[config.mk]
export PLATFORM = sky130hd
export DESIGN_NAME = psw_debouncer
export DESIGN_NICKNAME = d
export VERILOG_FILES = /design/src/rtl/psw_pkg.sv /design/src/rtl/psw_debounce_cell.sv /design/src/rtl/psw_debouncer.sv
export SDC_FILE = /design/constraint.sdc
export NUM_CORES = 1
export LEC_CHECK = 0
export BUFFER_PORTS_ARGS = -buffer_cell sky130_fd_sc_hd__buf_2
export CAP_MARGIN = 20
export CORE_MARGIN = 3
export CORE_UTILIZATION = 30
export CTS_CLUSTER_DIAMETER = 150
export DETAILED_ROUTE_END_ITERATION = 6
export PLACE_DENSITY = 0.44
export SETUP_SLACK_MARGIN = 0.3
export SLEW_MARGIN = 10
export SYNTH_ARGS = -nofsm -noshare
export SYNTH_HDL_FRONTEND = slang
export SYNTH_SLANG_ARGS = --single-unit
export TNS_END_PERCENT = 5
[constraint.sdc]
create_clock -name clock -period 9.7 [get_ports clock]
set_clock_uncertainty 0.2 [all_clocks]
set_input_delay 0 -clock clock [delete_from_list [all_inputs] [get_ports clock]]
set_output_delay 0 -clock clock [all_outputs]
set_load 0.01 [all_outputs]
[src/rtl/psw_pkg.sv]
// Shared constants, key mapping and repeat-FSM state type for the push-button front end.
package psw_pkg;

    localparam int unsigned N_PSW = 20;
    localparam int unsigned N_HEX = 16;

    localparam int unsigned CLEAR_IDX   = 4;
    localparam int unsigned BUTTON1_IDX = 9;
    localparam int unsigned BUTTON2_IDX = 14;
    localparam int unsigned BUTTON3_IDX = 19;

    typedef enum logic [1:0] {IDLE, DELAY, REPEAT} rpt_state_t;

    // Hex key k lives at row k/4, col k%4; psw index is 5*row+col.
    function automatic logic [4:0] hex_to_psw(input logic [3:0] k);
        return 5'(k[3:2]) * 5'd5 + 5'(k[1:0]);
    endfunction

endpackage

[src/rtl/psw_debounce_cell.sv]
// One button: two-flop synchronizer, stable-sample debounce counter and edge pulses.
module psw_debounce_cell #(
    parameter int unsigned DB_CYCLES = 16
) (
    input  logic clock,
    input  logic reset,
    input  logic raw,
    output logic level,
    output logic press,
    output logic release_o
);

    localparam int unsigned CntW = $clog2(DB_CYCLES);

    logic            s1_q, s2_q, level_q, press_q, release_q;
    logic [CntW-1:0] cnt_q;
    logic            toggle;

    assign toggle = (s2_q != level_q) && (cnt_q == CntW'(DB_CYCLES - 1));

    always_ff @(posedge clock) begin
        if (reset) begin
            s1_q      <= 1'b0;
            s2_q      <= 1'b0;
            level_q   <= 1'b0;
            cnt_q     <= '0;
            press_q   <= 1'b0;
            release_q <= 1'b0;
        end else begin
            s1_q <= raw;
            s2_q <= s1_q;
            // Any sample matching the current level restarts the count.
            if ((s2_q == level_q) || toggle) begin
                cnt_q <= '0;
            end else begin
                cnt_q <= cnt_q + CntW'(1);
            end
            if (toggle) begin
                level_q <= ~level_q;
            end
            press_q   <= toggle & ~level_q;
            release_q <= toggle & level_q;
        end
    end

    assign level     = level_q;
    assign press     = press_q;
    assign release_o = release_q;

endmodule

[src/rtl/psw_debouncer.sv]
// Debounced levels/pulses for all twenty buttons plus hex-key event encoder with auto-repeat.
module psw_debouncer
    import psw_pkg::*;
#(
    parameter int unsigned DB_CYCLES    = 16,
    parameter int unsigned REPEAT_DELAY = 4096,
    parameter int unsigned REPEAT_RATE  = 1024
) (
    input  logic             clock,
    input  logic             reset,
    input  logic [N_PSW-1:0] psw,
    input  logic             repeat_en,
    output logic [N_PSW-1:0] level,
    output logic [N_PSW-1:0] press,
    output logic [N_PSW-1:0] release_o,
    output logic             key_in,
    output logic [3:0]       key_val,
    output logic             multi
);

    localparam int unsigned RptMax = (REPEAT_DELAY > REPEAT_RATE) ? REPEAT_DELAY : REPEAT_RATE;
    localparam int unsigned RptW   = $clog2(RptMax);

    for (genvar i = 0; i < N_PSW; i++) begin : g_cell
        psw_debounce_cell #(
            .DB_CYCLES(DB_CYCLES)
        ) u_cell (
            .clock    (clock),
            .reset    (reset),
            .raw      (psw[i]),
            .level    (level[i]),
            .press    (press[i]),
            .release_o(release_o[i])
        );
    end

    logic [N_HEX-1:0] hex_level, hex_press;

    for (genvar k = 0; k < N_HEX; k++) begin : g_hex
        assign hex_level[k] = level[hex_to_psw(4'(k))];
        assign hex_press[k] = press[hex_to_psw(4'(k))];
    end

    logic       press_any;
    logic [3:0] press_key;
    logic [4:0] hex_count;

    always_comb begin
        press_any = |hex_press;
        press_key = '0;
        for (int i = N_HEX - 1; i >= 0; i--) begin
            if (hex_press[i]) press_key = 4'(i);
        end
        hex_count = '0;
        for (int i = 0; i < N_HEX; i++) begin
            hex_count = hex_count + 5'(hex_level[i]);
        end
    end

    rpt_state_t      state_q, state_d;
    logic [RptW-1:0] rpt_cnt_q, rpt_cnt_d;
    logic [3:0]      latch_q, latch_d;
    logic            key_in_q, key_in_d;
    logic [3:0]      key_val_q, key_val_d;
    logic            multi_q;
    logic            rpt_fire, single, many;

    assign single = repeat_en && (hex_count == 5'd1);
    assign many   = hex_count > 5'd1;

    always_comb begin
        state_d   = state_q;
        rpt_cnt_d = rpt_cnt_q;
        latch_d   = latch_q;
        rpt_fire  = 1'b0;
        case (state_q)
            IDLE: begin
                if (press_any && single) begin
                    state_d   = DELAY;
                    rpt_cnt_d = RptW'(REPEAT_DELAY - 1);
                    latch_d   = press_key;
                end
            end
            DELAY, REPEAT: begin
                // A fresh press takes priority over both abort and a due repeat.
                if (press_any) begin
                    if (single) begin
                        state_d   = DELAY;
                        rpt_cnt_d = RptW'(REPEAT_DELAY - 1);
                        latch_d   = press_key;
                    end else begin
                        state_d = IDLE;
                    end
                end else if (!hex_level[latch_q] || many || !repeat_en) begin
                    state_d = IDLE;
                end else if (rpt_cnt_q == '0) begin
                    rpt_fire  = 1'b1;
                    state_d   = REPEAT;
                    rpt_cnt_d = RptW'(REPEAT_RATE - 1);
                end else begin
                    rpt_cnt_d = rpt_cnt_q - RptW'(1);
                end
            end
            default: state_d = IDLE;
        endcase

        key_in_d  = press_any | rpt_fire;
        key_val_d = key_val_q;
        if (press_any) begin
            key_val_d = press_key;
        end else if (rpt_fire) begin
            key_val_d = latch_q;
        end
    end

    always_ff @(posedge clock) begin
        if (reset) begin
            state_q   <= IDLE;
            rpt_cnt_q <= '0;
            latch_q   <= '0;
            key_in_q  <= 1'b0;
            key_val_q <= '0;
            multi_q   <= 1'b0;
        end else begin
            state_q   <= state_d;
            rpt_cnt_q <= rpt_cnt_d;
            latch_q   <= latch_d;
            key_in_q  <= key_in_d;
            key_val_q <= key_val_d;
            multi_q   <= many;
        end
    end

    assign key_in  = key_in_q;
    assign key_val = key_val_q;
    assign multi   = multi_q;

endmodule
==> impl_metrics.toml <==
[floorplan]
die_w_um = 173
die-height_um = 173
start_util = 0.308
core_sq_um = 27200
rows = 60
ios = 89
dieArea_sq_um = 30000

[sta]
setup_viol = 0
timing.hold.ws_ns = 0.0240
hold_viol = 0
relSlewSlack = 0.443
setup_ws_ns = 4.27
worst_pin_slew_ns = 0.836
rsz0062_at_grt = "no"
fin_crit_sh = 0.560
fin_setup_tns_ns = 0
clock.fmax_mhz = 184
final_max_slew_viol_count = 0
min_period_ns = 5.43

[critical_path]
worstSetupStartpointType = "flip-flop"
worstReg2RegStart = "g_cell[13].u_cell.level"
worst-r2r-setup-slack_ns = 4.27
required_ns = 9.90
critPathArrivalTime_ns = 5.63
worstSetupEndpointType = "flip-flop"
critPathKind = "flip-flop to flip-flop"
path_max_fanout = 8
timing.rr.end = "rpt_cnt_q[7]"
r2r_cells = 14

[synthesis]
synth_fp_nets = 930
synth_top_area_share = 0.487
synth-seq-area-share = 0.487
synth_edf_count = 0
synth_area_sq_um = 8380
ys_async_sr_fraction = 0
synth.most_common_cell = "dfxtp_1"
yosys.area.top_type = "dfxtp_1"
yosys-top-cells-count = "204 x dfxtp_1, 84 x nor2_1, 60 x buf_4"
postSynthAreaPerCell_sq_um = 9.65
synth.area.top_cells = "dfxtp_1 49%, buf_4 5.4%, ha_1 4.3%"
yosys_warnings = 0
ys_types = 48
synth-seq-cells = 204
synth_cells = 868
ys.flop_type = "dfxtp_1"

[power_and_ir_drop]
p_leak_nw = 4.40
powerDensity_nw_per_um2 = 183
irDropWorstVdd_uv = 117
power_mw = 1.82

[drt]
totalWireLength_mm = 18.3
drtIter0Drc = 211
dr.pass1.iters = 4
wl_per_cell_um = 13.7
drc_errors = 0
antenna_left = 0
via_per_inst = 4.37
vias = 5825

[finish]
num_antenna_cells = 0
postLayoutCoreUtil = 0.366
drive_gt1_frac = 0.148
postLayoutCellArea_sq_um = 9960
fin_nets = 1004
fin_cells = 1332
syn_to_final_growth_pct = 18.9

[global_routing]
antenna_found_initial = 0
grt_use_total = 0.121
grt-ovfl-total = 0
grt_pass1_wl_mm = 29.8
grt_pass1_vias = 5711
grtUsageMet1 = 0.158
busiest_layer = "met2"
grt_max_degree = 75
use_met3 = 0.0272
use_met2 = 0.197

[place]
pre_cts_ws_ns = 4.27
place_inst = 1250
place_area_sq_um = 8760
gp_congestion = 0.754
io_buffers = 88
dpl.hpwl_mm = 13.1

[cts]
clock-sinks = 204
root_buffer = "clkbuf_16"
cts_tree = "built"
cts.htree.levels = 1
clk_path_buf_depth = 3
clkLatencyLatePin_ns = 0.52
clk_pin_slew_ns = 0.06
cts_made_buffers = 25
post-cts-setup-buffers = 0
post_cts_resized = 0

[worst_hold_path]
min_delay_path_depth = 3
holdPathEnd = "g_cell[12].u_cell.s1_q"
min_path_type = "input pin to flip-flop"
min_from = "psw[12]"

[outcome]
status = "completed"

[job]
drv_cap = 0
==> critical path, cell delays in order, from the launching register on <==
cell,delay (ns)
dfxtp_1,0.41
inv_1,0.10
fa_1,0.51
fa_1,0.58
fa_1,0.45
fa_1,0.47
inv_1,0.06
ha_1,0.16
inv_1,0.05
fa_1,0.48
nor4bb_1,0.46
nand4_1,0.40
o2bb2ai_1,0.57
nand3_1,0.13
a32o_1,0.28
==> cell families (layout without fill, tap and decap cells) <==
family	Yosys count	in the layout	synth area share
muxes	28	28	0.0427
and+or+nand+nor	367	367	0.224
adders and majority gates	39	39	0.0672
AOI/OAI and AO/OA	78	78	0.0575
buffers and inverters	112	204	0.0789
xor gates and xnor gates	40	40	0.0418
DFF	204	204	0.487
==> cell usage in the layout (no fill, tap or decap), drive strengths merged, types with 3 or more instances in the layout <==
cell type / synthesis / layout
a211oi: 6 / 6
a21o: 3 / 3
a21oi: 42 / 42
a31oi: 3 / 3
and2: 22 / 22
and3: 23 / 23
buf: 68 / 89
clkbuf: 11 / 37
clkinv: 0 / 4
clkinvlp: 0 / 3
dfxtp: 204 / 204
dlygate4sd3: 0 / 37
fa: 10 / 10
ha: 29 / 29
inv: 33 / 34
mux2i: 23 / 23
mux4: 5 / 5
nand2: 43 / 43
nand2b: 26 / 26
nand3: 49 / 49
nand4: 6 / 6
nor2: 84 / 84
nor2b: 45 / 45
nor3: 49 / 49
nor3b: 4 / 4
nor4: 6 / 6
o21a: 3 / 3
o21ai: 5 / 5
o31ai: 4 / 4
or2: 4 / 4
xor2: 40 / 40
==> report_power, final <==
part | leakage [nW] | switching, mW | internal, mW | total, mW
registers | 1.65 | 0.00665 | 0.850 | 0.857
clock network | 0.409 | 0.357 | 0.555 | 0.911
logic | 2.33 | 0.0282 | 0.0266 | 0.0548
==> routing by layer <==
layer / share of wire / wire (um)
met3: 0.042 / 776
met2: 0.45 / 8230
met4: 0.031 / 561
met5: 0 / 0
met1: 0.48 / 8710
==> worst max path at each step <==
| stage | from | to | slack, ns | cells past startpoint |
|---|---|---|---|---|
| after floorplan | g_cell[0].u_cell.level | rpt_cnt_q[7] | 4.79 | 14 |
| after global placement | g_cell[13].u_cell.level | rpt_cnt_q[7] | 4.40 | 14 |
| after detailed placement | g_cell[13].u_cell.level | rpt_cnt_q[7] | 4.27 | 14 |
| after CTS | g_cell[13].u_cell.level | rpt_cnt_q[7] | 4.27 | 14 |
| after global routing | g_cell[0].u_cell.level | latch_q[3] | 3.90 | 14 |
| final | g_cell[13].u_cell.level | rpt_cnt_q[7] | 4.27 | 14 |
==> state kept, by name, summed over array words and instances, names as in the netlist <==
register                 cells
rpt_cnt_q                   12
g_cell.u_cell.s2_q          20
key_val                      4
g_cell.u_cell.release_o     20
g_cell.u_cell.s1_q          20
state_q                      2
key_in                       1
g_cell.u_cell.level         20
multi                        1
g_cell.u_cell.cnt_q         80
g_cell.u_cell.press         20
latch_q                      4
==> layout make-up <==
| type | instances | area (sq um) |
|---|---|---|
| multi-input combinational | 552 | 3630 |
| tap | 372 | 465 |
| fill | 2851 | 17200 |
| clock buffer | 37 | 781 |
| sequential | 204 | 4080 |
| timing repair buffer | 126 | 821 |
| clock inverter | 8 | 51.3 |
| inverter | 33 | 124 |
==> what timing repair did <==
item / in CTS / in global routing
hold buffers: 37 / 0
hold endpoints to repair: 66 / 0
setup endpoints to repair: 0 / 0
(Power assumes the default switching activity.)
